==> src/rtl/uart_rx.sv <==
// uart_rx: bus-attached 8N1 UART receiver with a receive FIFO, sticky
// overflow/framing flags and a level interrupt while data is pending.
// Optional build macro UART_RX_PARITY_EN switches the line format to 8E1
// and adds a parity-error flag in STATUS bit 4.
//
// Bus handshake: every device_req_i is accepted immediately. Exactly one
// cycle later device_rvalid_o pulses high with device_rdata_o, for reads and
// for writes. Writes always return rdata 0 and only act when be[0] is set.
module uart_rx #(
    parameter int ClockFrequency = 50_000_000,
    parameter int BaudRate       = 115_200,
    parameter int RxFifoDepth    = 8
) (
    input  logic        clk_i,
    input  logic        rst_ni,
    input  logic        device_req_i,
    input  logic [31:0] device_addr_i,
    input  logic        device_we_i,
    input  logic [3:0]  device_be_i,
    input  logic [31:0] device_wdata_i,
    output logic        device_rvalid_o,
    output logic [31:0] device_rdata_o,
    input  logic        uart_rx_i,
    output logic        irq_o
);

    localparam int ClksPerBit = ClockFrequency / BaudRate;
    localparam int CntW       = $clog2(ClksPerBit + 1);
    localparam int AW         = $clog2(RxFifoDepth);
    localparam logic [CntW-1:0] HalfCnt = CntW'(ClksPerBit / 2);
    localparam logic [CntW-1:0] LastCnt = CntW'(ClksPerBit - 1);
    localparam logic [AW:0]     FullCnt = (AW + 1)'(RxFifoDepth);

    typedef enum logic [2:0] {
        ST_IDLE,
        ST_START,
        ST_DATA,
        ST_PARITY,
        ST_STOP,
        ST_BREAK
    } state_e;

    state_e          state_q, state_d;
    logic [CntW-1:0] cnt_q, cnt_d;
    logic [2:0]      bit_q, bit_d;
    logic [7:0]      shift_q, shift_d;
    logic [1:0]      sync_q;
    logic            rx_s;
    logic            push, frame_set;

    logic [7:0]      mem [RxFifoDepth];
    logic [AW:0]     wr_ptr, rd_ptr, fifo_cnt;
    logic            empty, full, push_ok, pop, ovf_set;

    logic            ovf, frame_err, par_err, irq_en;
    logic [1:0]      addr;
    logic            rd_req, wr_req, wr_status;
    logic [31:0]     rdata_d, status_w;
    logic            irq_d;

    // Two-flop synchroniser for the asynchronous serial line (idles high)
    always_ff @(posedge clk_i or negedge rst_ni) begin
        if (!rst_ni) sync_q <= 2'b11;
        else         sync_q <= {sync_q[0], uart_rx_i};
    end
    assign rx_s = sync_q[1];

`ifdef UART_RX_PARITY_EN
    logic par_set;
`endif

    // Receiver FSM state and datapath registers
    always_ff @(posedge clk_i or negedge rst_ni) begin
        if (!rst_ni) begin
            state_q <= ST_IDLE;
            cnt_q   <= '0;
            bit_q   <= '0;
            shift_q <= '0;
        end else begin
            state_q <= state_d;
            cnt_q   <= cnt_d;
            bit_q   <= bit_d;
            shift_q <= shift_d;
        end
    end

    // Receiver FSM next-state: mid-bit sampling driven by the clock counter
    always_comb begin
        state_d   = state_q;
        cnt_d     = cnt_q;
        bit_d     = bit_q;
        shift_d   = shift_q;
        push      = 1'b0;
        frame_set = 1'b0;
`ifdef UART_RX_PARITY_EN
        par_set   = 1'b0;
`endif
        case (state_q)
            ST_IDLE: begin
                if (!rx_s) begin
                    state_d = ST_START;
                    cnt_d   = '0;
                    bit_d   = '0;
                end
            end
            ST_START: begin
                if (cnt_q == HalfCnt) begin
                    cnt_d   = '0;
                    state_d = rx_s ? ST_IDLE : ST_DATA;
                end else begin
                    cnt_d = cnt_q + CntW'(1);
                end
            end
            ST_DATA: begin
                if (cnt_q == LastCnt) begin
                    cnt_d   = '0;
                    shift_d = {rx_s, shift_q[7:1]};
                    if (bit_q == 3'd7) begin
`ifdef UART_RX_PARITY_EN
                        state_d = ST_PARITY;
`else
                        state_d = ST_STOP;
`endif
                    end else begin
                        bit_d = bit_q + 3'd1;
                    end
                end else begin
                    cnt_d = cnt_q + CntW'(1);
                end
            end
`ifdef UART_RX_PARITY_EN
            ST_PARITY: begin
                if (cnt_q == LastCnt) begin
                    cnt_d   = '0;
                    par_set = (rx_s != ^shift_q);
                    state_d = ST_STOP;
                end else begin
                    cnt_d = cnt_q + CntW'(1);
                end
            end
`endif
            ST_STOP: begin
                if (cnt_q == LastCnt) begin
                    cnt_d = '0;
                    if (rx_s) begin
                        push    = 1'b1;
                        state_d = ST_IDLE;
                    end else begin
                        frame_set = 1'b1;
                        state_d   = ST_BREAK;
                    end
                end else begin
                    cnt_d = cnt_q + CntW'(1);
                end
            end
            ST_BREAK: begin
                if (rx_s) state_d = ST_IDLE;
            end
            default: state_d = ST_IDLE;
        endcase
    end

    // Bus decode; only be[0] gates writes
    assign addr      = device_addr_i[3:2];
    assign rd_req    = device_req_i & ~device_we_i;
    assign wr_req    = device_req_i & device_we_i & device_be_i[0];
    assign wr_status = wr_req & (addr == 2'd1);

    // FIFO: a pop in the same cycle frees the slot for a push when full
    assign fifo_cnt = wr_ptr - rd_ptr;
    assign empty    = (wr_ptr == rd_ptr);
    assign full     = (fifo_cnt == FullCnt);
    assign pop      = rd_req & (addr == 2'd0) & ~empty;
    assign push_ok  = push & (~full | pop);
    assign ovf_set  = push & full & ~pop;

    // FIFO storage (no reset needed, guarded by the pointers)
    always_ff @(posedge clk_i) begin
        if (push_ok) mem[wr_ptr[AW-1:0]] <= shift_q;
    end

    // FIFO pointers
    always_ff @(posedge clk_i or negedge rst_ni) begin
        if (!rst_ni) begin
            wr_ptr <= '0;
            rd_ptr <= '0;
        end else begin
            if (push_ok) wr_ptr <= wr_ptr + (AW + 1)'(1);
            if (pop)     rd_ptr <= rd_ptr + (AW + 1)'(1);
        end
    end

    // Sticky flags (set wins over a simultaneous clear) and CTRL register
    always_ff @(posedge clk_i or negedge rst_ni) begin
        if (!rst_ni) begin
            ovf       <= 1'b0;
            frame_err <= 1'b0;
            irq_en    <= 1'b0;
        end else begin
            ovf       <= ovf_set   | (ovf       & ~(wr_status & device_wdata_i[2]));
            frame_err <= frame_set | (frame_err & ~(wr_status & device_wdata_i[3]));
            if (wr_req && addr == 2'd2) irq_en <= device_wdata_i[0];
        end
    end

`ifdef UART_RX_PARITY_EN
    // Parity-error sticky flag
    always_ff @(posedge clk_i or negedge rst_ni) begin
        if (!rst_ni) par_err <= 1'b0;
        else         par_err <= par_set | (par_err & ~(wr_status & device_wdata_i[4]));
    end
    assign irq_d = irq_en & (~empty | ovf | frame_err | par_err);
`else
    assign par_err = 1'b0;
    assign irq_d   = irq_en & (~empty | ovf | frame_err);
`endif

    assign status_w = {27'd0, par_err, frame_err, ovf, full, ~empty};

    // Read data mux; writes and the unused offset return 0
    always_comb begin
        rdata_d = '0;
        if (rd_req) begin
            case (addr)
                2'd0:    rdata_d[7:0] = empty ? 8'd0 : mem[rd_ptr[AW-1:0]];
                2'd1:    rdata_d      = status_w;
                2'd2:    rdata_d[0]   = irq_en;
                default: rdata_d      = '0;
            endcase
        end
    end

    // Registered bus response and interrupt
    always_ff @(posedge clk_i or negedge rst_ni) begin
        if (!rst_ni) begin
            device_rvalid_o <= 1'b0;
            device_rdata_o  <= '0;
            irq_o           <= 1'b0;
        end else begin
            device_rvalid_o <= device_req_i;
            device_rdata_o  <= rdata_d;
            irq_o           <= irq_d;
        end
    end

`ifdef UART_RX_PARITY_EN
    logic unused_bits;
    assign unused_bits = ^{device_addr_i[31:4], device_addr_i[1:0],
                           device_be_i[3:1], device_wdata_i[31:5],
                           device_wdata_i[1]};
`else
    logic unused_bits;
    assign unused_bits = ^{device_addr_i[31:4], device_addr_i[1:0],
                           device_be_i[3:1], device_wdata_i[31:4],
                           device_wdata_i[1]};
`endif

endmodule
==> config.mk <==
export PLATFORM = sky130hd
export DESIGN_NAME = uart_rx
export DESIGN_NICKNAME = d
export VERILOG_FILES = /design/src/rtl/uart_rx.sv
export SDC_FILE = /design/constraint.sdc
export NUM_CORES = 1
export LEC_CHECK = 0
export CAP_MARGIN = 20
export CORE_ASPECT_RATIO = 0.75
export CORE_MARGIN = 2
export CORE_UTILIZATION = 40
export CTS_CLUSTER_DIAMETER = 50
export DETAILED_ROUTE_END_ITERATION = 7
export PLACE_DENSITY = 0.77
export SLEW_MARGIN = 0
export SYNTH_ARGS = -nofsm -noshare
export SYNTH_HDL_FRONTEND = slang
export SYNTH_SLANG_ARGS = --single-unit
==> constraint.sdc <==
create_clock -name clk_i -period 2.9 [get_ports clk_i]
set_input_delay 0.29 -clock clk_i [delete_from_list [all_inputs] [get_ports clk_i]]
set_output_delay 0.29 -clock clk_i [all_outputs]
set_load 0.02 [all_outputs]
==> results.md, run 1 <==
* Status: finished, final reports clean
* Root Buffer: clkbuf_16
* HP Class: in2reg
* Worst Path Max Fanout at 9
* Synthesized area at 4910 um2
* IO Port Bufs at 20
* Net count, final at 452
* Clock Skews at 7.45 ps
* Initial antenna violation count at 0
* Share of cells above drive strength 1 at 20.0%
* PD cells at 654 nW/um2
* Iter 0 DRT Violations at 181
* RR Startpoint: wr_ptr[0]$_DFFE_PN0P_
* Worst-margin pin slew at 603 ps
* Top cells by area, synth: edfxtp_1 (39%), dfrtp_1 (22%), mux4_2 (7.3%)
* Total Power at 0.00366 W
* Fmax at 363 MHz
* Core Area at 12,100 um2
* Element type at the critical path end: flop
* WHS Path Cells at 1
* Detail Placement HPWL at 5.56 mm
* Drt via density at 4.98
* Tot GR Track Use at 14.3%
* Vias at 2,692
* EDFF count, synth at 64
* Num ports at 107
* Largest net degree at the start of global routing at 47
* Final worst path period share at 95.1%
* DR DRC count at 0
* Main flop type after synthesis: edfxtp_1
* Global-route wire length before repair at 14.1 mm
* ANT cells at 0
* R2R Setup Slk at 140 ps
* Slew headroom at 59.6%
* Vias in the first global route at 2,637
* CP arrival at 2750 ps
* Post-CTS Resized at 0
* Post-synth top area cell: edfxtp_1
* #FFs+latches synth at 110
* Ys Warns at 0
* Avg WL per Cell at 16.0 um
* Num Clock Sinks at 110
* Post-route ant nets at 0
* Leakage power total at 2.25 nW
* Placed inst area at 5300 um2
* Final Util at 46.2%
* Placement Rows at 35
* FF-to-FF path depth at 6
* Asr flop ratio synth at 41.8%
* Synth Instances at 334
* Die X at 132 um
* Synth top area share at 39.1%
* Max IR drop VDD at 0.317 mV
* Startpoint Class: flop
* DIE AREA at 13,200 um2
* GRT Residual Overflow at 0
* Total Wirelength at 8.65 mm
* RR Endpoint: mem[0][2]$_DFFE_PP_
* Num CTS Buffers at 9
* Critical path required time at 2890 ps
* RSZ-0062 raised after global routing: no
* Avg Cell Area, Syn at 14.7 um2
* CTS tree: done
* Initial core utilization at 40.5%
* Crit path kind: reg2reg
* Max clock buf depth at 2
* Clock slew at reported path FFs at 70 ps
* Final Critical Period at 2760 ps
* Seq/Total Area, Yosys at 62.6%
* Max Slew Vio Count at 0
* Max-capacitance violation count at 0
* Setup TNS at 0 ps
* Routability cong. at 0.743
* Die span in y at 100 um
* Post-route cell area at 5600 um2
* Clk_lat worst skew at 350 ps
* Final hold slack at 346 ps
* Min-delay src: uart_rx_i
* H-tree depth reported by CTS at 3
* Fin. Hold Viols at 0
* Synth-to-Final Area Change at 14.1%
* Final setup fails at 0
* Post-synth cell types at 59
* TritonRoute pass-1 iters at 4
* End of the worst hold path: sync_q[0]$_DFF_PN1_
-- flip-flops by register name, summed over array words and instances (netlist names) --
register         cells
cnt_q                9
sync_q               2
wr_ptr               4
irq_en               1
frame_err            1
irq_o                1
rd_ptr               4
bit_q                3
ovf                  1
state_q              3
mem                 64
device_rvalid_o      1
shift_q              8
device_rdata_o       8
-- cells in the final DEF (no fill, tap or decap), drive strengths merged, types with 3 or more instances in the layout --
cell,n
dfrtp,44
nand3b,4
a22o,4
edfxtp,64
and3,3
o21ai,12
mux4,16
nand4,4
xor2,4
mux2i,3
inv,10
nor2,11
clkdlybuf4s50,19
clkbuf,12
a21oi,12
ha,9
xnor2,5
buf,16
mux2,12
conb,24
nor2b,5
a21o,3
nand3,9
and4b,3
nand2,26
-- layer usage --
metal	GRT usage, %	vias to the layer above	part of all wire, %
met5	0	-	0
met4	5.02	0	1.8
met3	4.90	14	8.1
met2	21.6	82	45
met1	19.4	1320	45
li1	-	1276	-
-- cells by family (layout without fill, tap and decap cells) --
group | count (synthesis) | in the layout | synth area share (%)
AOI/OAI and AO/OA | 49 | 49 | 7.67
and+or+nand+nor | 83 | 83 | 9.66
xor gates and xnor gates | 9 | 9 | 1.60
other | 1 | 24 | 0.0764
DFF | 110 | 110 | 62.6
muxes | 31 | 31 | 10.8
buffers and inverters | 42 | 60 | 5.30
adders and majority gates | 9 | 9 | 2.29
-- where the power goes --
part | leakage, nW | switching (W) | total (W) | internal, W
Clock | 0.133 | 0.000540 | 0.00115 | 0.000613
Sequential | 1.26 | 0.0000278 | 0.00172 | 0.00169
Combinational | 0.859 | 0.000415 | 0.000794 | 0.000379
-- what timing repair did --
item / 4_1_cts / 5_1_grt
hold buffers: 0 / 1
endpoints found under the hold margin: 0 / 13
buffers inserted: 0 / 0
-- worst max-delay path by stage --
| stage | start | endpoint | slack, ps | cells past startpoint |
|---|---|---|---|---|
| after detailed placement | wr_ptr[0]$_DFFE_PN0P_ | mem[0][4]$_DFFE_PP_ | 140 | 6 |
| after global placement | wr_ptr[0]$_DFFE_PN0P_ | mem[2][4]$_DFFE_PP_ | 220 | 6 |
| after CTS | wr_ptr[0]$_DFFE_PN0P_ | mem[0][2]$_DFFE_PP_ | 110 | 6 |
| after floorplan | rd_ptr[1]$_DFFE_PN0P_ | mem[1][0]$_DFFE_PP_ | 110 | 9 |
| after global routing | wr_ptr[0]$_DFFE_PN0P_ | mem[0][2]$_DFFE_PP_ | 10 | 6 |
| final | wr_ptr[0]$_DFFE_PN0P_ | mem[0][2]$_DFFE_PP_ | 140 | 6 |
-- synth_stat cells, types with 5 or more instances --
cell      instances
buf_4            24
mux4_2           16
inv_1             7
a21oi_1          11
nand3_1           9
mux2_2           11
dfrtp_1          44
nor2b_1           5
o21ai_0          12
xnor2_1           5
nor2_1            9
nand2_1          26
ha_1              9
edfxtp_1         64
-- cell type report --
type	instances	area (um2)
Multi-Input combinational cell	205	1670
Clock buffer	12	246
Tap cell	166	208
Fill cell	1048	6530
Inverter	8	30.0
Timing Repair Buffer	36	343
Sequential cell	110	3080
Clock inverter	4	31.3
-- stage by stage --
step,setup WS [ps],cells
floorplan,108,357
global placement,218,523
detailed placement,135,523
CTS,108,539
global route,10.9,541
finish,143,541
-- critical path, stage by stage, from the launching register on --
cell and delay (ps):
dfrtp_1 420, inv_1 160, ha_1 370, a41o_1 250, or3_1 370, a21oi_4 270, and3b_1 550
(Power assumes the default switching activity.)
==> run 2: changes to the inputs <==
--- a/config.mk
+++ b/config.mk
@@ -9,6 +9,7 @@
 export CORE_ASPECT_RATIO = 0.75
 export CORE_MARGIN = 2
 export CORE_UTILIZATION = 40
+export CTS_BUF_LIST = sky130_fd_sc_hd__clkbuf_8
 export CTS_CLUSTER_DIAMETER = 50
 export DETAILED_ROUTE_END_ITERATION = 7
 export PLACE_DENSITY = 0.77
==> run 2 against run 1 <==
Register-to-register slack lost 20 ps. Hold slack got worse by 31 ps. Core utilization down 0.84 points. Clock power fell by 27%. Wire length decreased by 0.13%. Global-route usage shrank 0.18 points. Count of clock-buffer cells in the layout decreased by 2. Flip-flop and latch count is the same. Critical path depth stayed put. Die area did not move. Worst setup slack lost 16 ps. Sequential share of layout area up 1.0 points. Largest cell class unchanged.
==> results.md, run 2 (same netlist as run 1, synthesis figures left out) <==
* Tot GR Track Use at 14.1%
* Core Area at 12,100 um2
* Clock slew at reported path FFs at 90 ps
* Setup TNS at 0 ps
* CTS tree: done
* Cell Chain, Critical Path: inv_1 -> ha_1 -> a41o_1 -> or3_1 -> a21oi_4 -> and3b_1
* Final hold slack at 315 ps
* RSZ-0062 raised after global routing: no
* Final worst path period share at 95.6%
* Final setup fails at 0
* Vias at 2,708
* Drt via density at 5.01
* Fmax at 361 MHz
* CP top delay family: simple AND/OR/NAND/NOR gates
* Iter 0 DRT Violations at 156
* Detail Placement HPWL at 5.56 mm
* Avg WL per Cell at 16.0 um
* Commonest cells after routing, fill and taps aside: edfxtp_1 (64), dfrtp_1 (44), nand2_1 (26)
* Share of cells above drive strength 1 at 20.0%
* Post-route ant nets at 0
* Critical path required time at 2920 ps
* PD cells at 609 nW/um2
* CP arrival at 2800 ps
* WHS Path Cells at 1
* Seq. cell area at 3080 um2
* DR DRC count at 0
* TritonRoute pass-1 iters at 4
* IO Port Bufs at 20
* HP Class: in2reg
* FF-to-FF path depth at 6
* Setup bufs post-CTS at 0
* Max Slew Vio Count at 0
* Placement Setup Slack at 135 ps
* Total Wirelength at 8.64 mm
* Slowest cell on crit path: and3b_1
* Global-route wire length before repair at 14.0 mm
* Synth-to-Final Area Change at 12.1%
* Initial core utilization at 40.5%
* Clk_lat worst skew at 380 ps
* Max IR drop VDD at 0.274 mV
* CP Buf/Inv Count at 1
* Fin. Hold Viols at 0
* Num CTS Buffers at 9
* Root Buffer: clkbuf_8
* Crit path depth at 6
* ANT cells at 0
* Net count, final at 452
* Final Critical Period at 2770 ps
* GRT Residual Overflow at 0
* Slew headroom at 59.2%
* Routability cong. at 0.743
* Worst-margin pin slew at 608 ps
* Element type at the critical path end: flop
* Startpoint Class: flop
* Crit path kind: reg2reg
* Area of the multi-input gates at 1670 um2
* Clock Skews at 10.4 ps
* Worst Path Max Fanout at 9
* Leakage power total at 2.22 nW
* Status: finished, final reports clean
* Largest net degree at the start of global routing at 47
* Worst Setup Slack, final at 127 ps
* Vias in the first global route at 2,648
* Largest register FFs at 64
* H-tree depth reported by CTS at 3
* DIE AREA at 13,200 um2
* Layout fillers at 1,064
* Placement Rows at 35
* Most common cell after layout, fill and taps aside: edfxtp_1
* Initial antenna violation count at 0
* Num ports at 107
* Crit path largest cell delay at 540 ps
* Die span in y at 100 um
* Max clock buf depth at 2
* Num Clock Sinks at 110
* Max-capacitance violation count at 0
* Die X at 132 um
-- run 2: changes by cell type in the layout (fill, tap and decap cells not counted) --
cell	before	now
clkbuf_16	9	0
clkbuf_8	1	10
clkbuf_1	2	0
inv_1	7	9
-- run 2: per-stage QoR --
stage | total power [W] | instance area (um2) | utilization, % | instances
3_5_place_dp | 0.00255 | 5300 | 43.7 | 523
3_3_place_gp | 0.00253 | 5300 | 43.7 | 523
5_1_grt | 0.00352 | 5500 | 45.4 | 541
6_report | 0.00335 | 5500 | 45.4 | 541
4_1_cts | 0.00338 | 5470 | 45.1 | 539
2_1_floorplan | 0.00236 | 5010 | - | 357
-- run 2: layout make-up --
| class | instances | area share, % |
|---|---|---|
| clock buffers | 10 | 2.50 |
| clock inverters | 6 | 0.705 |
| inverters | 8 | 0.546 |
| multi-input cells | 205 | 30.4 |
| flip-flops and latches | 110 | 55.9 |
| well taps | 166 | 3.77 |
| repair buffers | 36 | 6.23 |
-- run 2: power by group --
group / leakage (nW) / internal, W / switching (W) / total (W)
logic: 0.859 / 0.000379 / 0.000417 / 0.000796
registers: 1.26 / 0.00169 / 0.0000275 / 0.00172
clock network: 0.0948 / 0.000336 / 0.000501 / 0.000837
-- run 2: per-layer routing --
metal / global-route usage [%] / up-vias / part of all wire, % / wire length [um]
met5: 0 / - / 0 / 0
met4: 5.52 / 0 / 1.9 / 167
met3: 4.14 / 14 / 6.4 / 550
met2: 21.7 / 87 / 45 / 3880
met1: 19.1 / 1334 / 47 / 4050
li1: - / 1273 / - / -
-- run 2: final timing paths --
path	slack (ps)	to	from
min reg2reg	360	sync_q[1]$_DFF_PN1_	sync_q[0]$_DFF_PN1_
max in group asynchronous	2010	rd_ptr[3]$_DFFE_PN0P_	rst_ni
max	130	mem[0][2]$_DFFE_PP_	wr_ptr[0]$_DFFE_PN0P_
min	320	sync_q[0]$_DFF_PN1_	uart_rx_i
min in group asynchronous	370	device_rdata_o[4]$_DFF_PN0_	rst_ni
max reg2reg	130	mem[0][2]$_DFFE_PP_	wr_ptr[0]$_DFFE_PN0P_
-- run 2: what timing repair did --
action / CTS / global route
resized for setup: 0 / 0
hold buffers: 0 / 1
endpoints found under the hold margin: 0 / 13
